===== config.mk =====
export PLATFORM = sky130hd
export DESIGN_NAME = alu_serial_n
export DESIGN_NICKNAME = d
export VERILOG_FILES = /design/src/rtl/alu_serial_n_pkg.sv /design/src/rtl/alu_serial_n_alu_4.sv /design/src/rtl/alu_serial_n.sv
export SDC_FILE = /design/constraint.sdc
export NUM_CORES = 1
export LEC_CHECK = 0
export ABC_CLOCK_PERIOD_IN_PS = 8100
export CAP_MARGIN = 20
export CORE_UTILIZATION = 65
export CTS_CLUSTER_DIAMETER = 120
export DETAILED_ROUTE_END_ITERATION = 8
export DONT_BUFFER_PORTS = 1
export PLACE_DENSITY = 0.81
export SYNTH_ARGS = -nofsm -noshare
export SYNTH_HDL_FRONTEND = slang
export SYNTH_HIERARCHICAL = 1
export SYNTH_SLANG_ARGS = --single-unit

===== constraint.sdc =====
create_clock -name clk -period 8.1 [get_ports clk]
set_clock_uncertainty 0.05 [all_clocks]
set_input_delay 1.62 -clock clk [delete_from_list [all_inputs] [get_ports clk]]
set_output_delay 1.62 -clock clk [all_outputs]
set_load 0.01 [all_outputs]

===== src/rtl/alu_serial_n_pkg.sv =====
// Shared types and constants for the nibble-serial 74181-style ALU.
// Holds the FSM encoding, the common op selects and the index-width helper.
package alu_serial_n_pkg;

  typedef enum logic [1:0] {
    ST_IDLE = 2'd0,
    ST_RUN  = 2'd1,
    ST_DONE = 2'd2
  } state_e;

  // Arithmetic selects (mode = 0)
  localparam logic [3:0] ALU_OP_ADD = 4'b1001;
  localparam logic [3:0] ALU_OP_SUB = 4'b0110;
  // Logic selects (mode = 1)
  localparam logic [3:0] ALU_OP_XOR = 4'b0110;
  localparam logic [3:0] ALU_OP_AND = 4'b1011;
  localparam logic [3:0] ALU_OP_OR  = 4'b1110;

  function automatic int idx_width(input int n);
    return (n > 1) ? $clog2(n) : 1;
  endfunction

endpackage


===== src/rtl/alu_serial_n_alu_4.sv =====
// Behavioural 4-bit 74181 slice, active-high data, active-low carry in/out.
// Arithmetic result is P + G + carry; logic result is the carry-free XNOR of P and G.
module alu_4 (
  input  logic [3:0] a,
  input  logic [3:0] b,
  input  logic [3:0] s,
  input  logic       m,
  input  logic       cn,
  output logic [3:0] f,
  output logic       cn4,
  output logic       pg,
  output logic       gg
);

  logic [3:0] p;
  logic [3:0] g;
  logic [4:0] sum;

  // G is always a subset of P, so P and G double as propagate and generate.
  assign p   = a | (b & {4{s[0]}}) | (~b & {4{s[1]}});
  assign g   = (a & ~b & {4{s[2]}}) | (a & b & {4{s[3]}});
  assign sum = {1'b0, p} + {1'b0, g} + {4'b0000, ~cn};

  assign f   = m ? ~(p ^ g) : sum[3:0];
  assign cn4 = ~sum[4];
  assign pg  = ~(&p);
  assign gg  = ~(g[3] | (p[3] & g[2]) | (p[3] & p[2] & g[1]) | (p[3] & p[2] & p[1] & g[0]));

endmodule


===== src/rtl/alu_serial_n.sv =====
// Nibble-serial WIDTH-bit ALU: one alu_4 slice per clock, LSB nibble first,
// ripple carry held in a register between slices; start/done handshake.
module alu_serial_n #(
  parameter int WIDTH = 16
) (
  input  logic             clk,
  input  logic             reset,
  input  logic             start,
  input  logic [3:0]       alu_op,
  input  logic             mode,
  input  logic [WIDTH-1:0] x,
  input  logic [WIDTH-1:0] y,
  input  logic             c_in,
  output logic             busy,
  output logic             done,
  output logic [WIDTH-1:0] z,
  output logic             c_out,
  output logic             zero
);
  import alu_serial_n_pkg::*;

  localparam int N     = WIDTH / 4;
  localparam int IDX_W = idx_width(N);

  state_e               state_q, state_d;
  logic [IDX_W-1:0]     idx_q, idx_d;
  logic [N-1:0][3:0]    x_q, x_d;
  logic [N-1:0][3:0]    y_q, y_d;
  logic [N-1:0][3:0]    acc_q, acc_d;
  logic [3:0]           op_q, op_d;
  logic                 mode_q, mode_d;
  logic                 carry_q, carry_d;
  logic [WIDTH-1:0]     z_q, z_d;
  logic                 cout_q, cout_d;
  logic                 zero_q, zero_d;

  logic [3:0]           slice_f;
  logic                 slice_cn4;
  logic                 slice_pg;
  logic                 slice_gg;
  logic                 last_slice;
  logic                 unused_slice;

  alu_4 u_slice (
    .a   (x_q[idx_q]),
    .b   (y_q[idx_q]),
    .s   (op_q),
    .m   (mode_q),
    .cn  (carry_q),
    .f   (slice_f),
    .cn4 (slice_cn4),
    .pg  (slice_pg),
    .gg  (slice_gg)
  );

  // Ripple-only design: the group lookahead outputs are intentionally dropped.
  assign unused_slice = &{1'b0, slice_pg, slice_gg};
  assign last_slice   = (idx_q == IDX_W'(N - 1));

  always_ff @(posedge clk) begin
    if (reset) begin
      state_q <= ST_IDLE;
      idx_q   <= '0;
      z_q     <= '0;
      cout_q  <= 1'b1;
      zero_q  <= 1'b1;
    end else begin
      state_q <= state_d;
      idx_q   <= idx_d;
      z_q     <= z_d;
      cout_q  <= cout_d;
      zero_q  <= zero_d;
    end
  end

  // Operand and partial-result storage needs no reset: a new op rewrites all of it.
  always_ff @(posedge clk) begin
    x_q     <= x_d;
    y_q     <= y_d;
    acc_q   <= acc_d;
    op_q    <= op_d;
    mode_q  <= mode_d;
    carry_q <= carry_d;
  end

  always_comb begin
    state_d = state_q;
    unique case (state_q)
      ST_IDLE: if (start)      state_d = ST_RUN;
      ST_RUN:  if (last_slice) state_d = ST_DONE;
      ST_DONE:                 state_d = ST_IDLE;
      default:                 state_d = ST_IDLE;
    endcase
  end

  always_comb begin
    x_d     = x_q;
    y_d     = y_q;
    acc_d   = acc_q;
    op_d    = op_q;
    mode_d  = mode_q;
    carry_d = carry_q;
    idx_d   = idx_q;
    z_d     = z_q;
    cout_d  = cout_q;
    zero_d  = zero_q;
    if (state_q == ST_IDLE && start) begin
      x_d     = x;
      y_d     = y;
      op_d    = alu_op;
      mode_d  = mode;
      carry_d = c_in;
      idx_d   = '0;
    end else if (state_q == ST_RUN) begin
      acc_d[idx_q] = slice_f;
      carry_d      = slice_cn4;
      idx_d        = idx_q + IDX_W'(1);
      // Visible result is published in one step so no partial z ever shows.
      if (last_slice) begin
        z_d    = acc_d;
        cout_d = slice_cn4;
        zero_d = (acc_d == '0);
      end
    end
  end

  always_comb begin
    busy = (state_q == ST_RUN) || (state_q == ST_DONE);
    done = (state_q == ST_DONE);
  end

  assign z     = z_q;
  assign c_out = cout_q;
  assign zero  = zero_q;

endmodule

# After elaboration in Yosys (flattened, before gate mapping)
# Cells that the tools add are included.
# classes
addsub	3
order_cmp	2
eq_ne	5
n_mux	13
n_bitwise	15
n_reduce_logical	10
# op_table
operator	count
$and 4x4->4	6
$bmux 4 s2	2
$bwmux 16	1
$logic_not 16->1	1
$mux 4	4
$or 4x4->4	3
$demux 4 s2	1
$not 4->4	2
$add 4x4->5	1
$add 5x1->5	1
$eq 2x2->1 const B	2
$mux 2	2
$ne 2x2->1 const B	2
$pmux 2 s2	1
$reduce_and 2->1	2
$xor 4x4->4	1
$lt 2x3->1 const B	1
$not 1->1	3
$reduce_and 3->1	1
$add 2x1->2 const B	1
$eq 2x1->1 const B	1
$ge 2x1->1 const B	1
$logic_and 1x1->1	2
$logic_not 2->1	1
4 further kinds	5
# word_totals
register_bits	76
in_bits	41
out_inout_bits	20
word_cells	68

# Logic depth before layout (Yosys ltp)
# depth
word_depth	11
depth_mapped	13
ltp_nobuf	12

# Cells and area by module
# The synthesis kept the hierarchy.
# modules_own_cells
mod	instances	cells_each	area_each_um2	seq_area_each_um2
alu_serial_n	1	204	3108.0	2001.9
alu_4	1	46	345.3	0.0

# Least setup slack after synthesis
# No wires, ideal clock.
# synth_timing
kind	register to register
startpoint	register idx_q[0]
endpoint	register z_q[9], in the netlist z[9]
setup_ns	0.123
t_arrival_ns	3.056
required_ns	7.927
path_slack_ns	4.871
stages_incl_launch_ff	13
n_path_buf	1
period_less_slack_ns	3.229
cell_sequence	dfxtp_1 buf_2 mux4_2 o211ai_1 inv_1 fa_1 inv_2 fa_1 inv_1 mux2i_1 mux2_2 nor3_1 nor3_2
# synth_via
elab_chain_cells	10
elab_cells_between_ends	27
classes_between	add/sub (2); order compare (2); eq/ne (1); mux (8); bitwise (12); reduce/logical (2)
# synth_rtl
item	line_no	source
from (decl)	alu_serial_n.sv:26	logic [IDX_W-1:0] idx_q, idx_d;
from (signal assigned)	alu_serial_n.sv:69	idx_q <= idx_d;
$bmux 4 s2	alu_serial_n.sv:46	.b (y_q[idx_q]),
$mux 4 (implied by the code)	alu_serial_n.sv:46	
$not 4->4	alu_serial_n_alu_4.sv:20, alu_serial_n_alu_4.sv:21	
$and 4x4->4 (2 in a row)	alu_serial_n_alu_4.sv:21	assign g = (a & ~b & {4{s[2]}}) | (a & b & {4{s[3]}});
$or 4x4->4	alu_serial_n_alu_4.sv:21	
$add 4x4->5 / $xor 4x4->4 (equally long branches)	alu_serial_n_alu_4.sv:22, alu_serial_n_alu_4.sv:24	
$add 5x1->5 / $not 4->4 (equally long branches)	alu_serial_n_alu_4.sv:22, alu_serial_n_alu_4.sv:24	
$mux 4 (*)	alu_serial_n_alu_4.sv:24	assign f = m ? ~(p ^ g) : sum[3:0];
via slice_f[1]	alu_serial_n.sv:37	logic [3:0] slice_f;
$bwmux 16 (*)	alu_serial_n.sv:115	acc_d[idx_q] = slice_f;
to (signal assigned)	alu_serial_n.sv:70	z_q <= z_d;
to (decl)	alu_serial_n.sv:33	logic [WIDTH-1:0] z_q, z_d;
# Mark *: on every way through the listed nets, which the timed path passes. The rest lies on a longest branch. The select of a mux whose other input is x is not followed.
# A chain may end at the register's enable or synchronous reset.

# Final worst setup path
# Same ends and word-level chain as after synthesis.

==> impl_results.md <==
- Number of vias after detailed routing: around 1900
- Global-route usage over all layers: 24.2%
- Number of nets with antenna violations after routing: 0
- Fraction of final layout cells with drive strength greater than 1: between 20% and 30%
- Die Footprint: 5540 um^2
- Signed area change from the synthesized netlist to the final layout: 4.92%
- Final routed wire length divided by cell count: 19.1 um
- Clock insertion delay at the later pin of the skew report: 340 ps
- Final #Nets: 298
- Final hold violation count: 0
- FMAX: 0.265 GHz
- Post-DP Area: approximately 3400 um^2
- Number of design-rule violations left by the first detailed-router iteration: around 120
- Ordered cell list for the critical path: mux4_2, o211ai_1, inv_1, fa_1, inv_2, fa_1, inv_1, mux2i_1, mux2_2, nor3_1, nor3_2
- Crit path launch type: register
- Final antenna diode count: 0
- Fin Setup TNS: 0 ps
- RePlAce Congestion: 0.755
- Total of buffers placed on input and output ports: 0
- Row cnt: 25
- Crit path max fanout: 12
- Relative max-transition margin: a little over a third
- Pin count of the biggest net entering global routing: a little under 60
- Clock input transition at the sequential cells of the worst setup and hold paths: 80 ps
- Worst path max stage delay: 780 ps
- Final-layout worst hold slack: ~490 ps
- Cell Pwr Density: between 200 and 250 nW/um^2
- Number of buffers inserted by hold repair at cts: 0
- Most frequent standard cell in the layout excluding fill and tap cells: edfxtp_1
- Classification of the worst setup path: register to register
- Die height: around 74 um
- Cell at the root of the clock tree: clkbuf_8
- Final Cell Area: about 3600 um^2
- Total Power Consumption: just under 900 uW
- Non-filler cells in the finished layout: 315
- Via count normalized by instance count: 6.09
- Detailed Routing Iterations Pass 1: 4
- Number of antenna violations at the first check in global routing: 0
- Synthesized netlist net count: 299
- Post-cts resize count: 0
- Kind of path behind the tightest hold check: register to register
- Remaining global-route overflow: 0
- Required time of the critical path: approximately 8300 ps
- Wirelength, routed: 6.02 mm
- Yosys Warn Count: 6
- Post-layout min period: approximately 3800 ps
- Number of max-cap violations: 0
- Capturing element type of the critical path: register
- Run status: complete, no violations
- CTS tree: yes
- Number of standard cells after synthesis: 244
- Cell with the biggest individual delay on the critical path: dfxtp_1
- Worst Tran Pin Value: 960 ps
- WP data arrival: about 4000 ps
- Total CTS buffers: 9
- Highest-count cells in the layout ignoring fill and taps: edfxtp_1, nor3_1, dfxtp_1
- Standard cell core area: 4880 um^2
- Mapped Avg Cell Area: 14.0 um^2
- HPWL reported at the end of detailed placement: about 4 mm
- Fraction of the cycle the final worst path needs: 46.5%
- DRC violations left: 0
- Total I/O pin count: 61
- Horizontal extent of the die: roughly 74 um
- Starting utilization of the core area: 69.9%
- Post-CTS Repair Setup Buffers: 0
- Deepest clock path buffer count: 2
- Pins over their slew limit: 0
- Clk sink count: 74
- IR drop worst, VDD: between 0.1 and 0.15 mV
- Number of failing setup endpoints in the final timing report: 0
- Number of global-route vias before repair: 1890
- Placed instance count: 298
- RSZ-0062 raised after global routing: no
- H-tree levels: 3
- Leak: 1.22 nW
- Netlist area before placement: around 3400 um^2
- Global-route wire length before repair: 9.40 mm
worst paths after layout:
path                            startpoint  endpoint  slack, ps  depth (start not counted)
worst max-delay path              idx_q[0]      z[9]       4330                         11
worst min-delay path                 z[13]     z[13]        490                          2
worst max register to register    idx_q[0]      z[9]       4330                         11
worst min register to register       z[13]     z[13]        490                          2
registers in the layout (all words and copies together) (netlist names):
signal / count
x_q: 16
y_q: 16
z: 16
acc_q: 14
op_q: 4
idx_q: 2
state_q: 2
c_out: 1
carry_q: 1
mode_q: 1
zero: 1
layer usage:
metal / GRT usage [%] / part of all wire [%] / vias to the layer above
met4: 9.64 / 1.5 / 0
met2: 38.6 / 51 / 48
li1: - / - / 900
met1: 30.8 / 43 / 960
met3: 7.72 / 4.7 / 9
met5: 0 / 0 / -
worst max-delay path: cells and delay by family (launching register included):
kind / cells / cell delay, ps
buf+inv: 3 / 240
compound gates: 1 / 260
mux: 3 / 1170
simple gates: 2 / 340
flops: 1 / 780
fa+ha+maj: 2 / 820
stage by stage:
| stage | setup WS [ps] | utilization (%) |
|---|---|---|
| after floorplan | 4910 | - |
| after global placement | 4360 | 68.9 |
| after detailed placement | 4290 | 68.9 |
| after CTS | 4350 | 72.9 |
| after global routing | 4050 | 73.3 |
| final | 4330 | 73.3 |
where the power goes:
group	switching, mW	internal (mW)	leakage (nW)
registers	0.0152	0.447	0.674
clock network	0.136	0.141	0.0869
logic	0.0909	0.0596	0.459
cell type report:
class	instances	area [um^2]
clock buffer	9	124
clock inverter	7	68.8
fill	340	1300
inverter	16	60.1
multi-input combinational	141	1220
sequential	74	2000
tap	67	83.8
timing repair buffer	1	20.0
(Power assumes the default switching activity.)
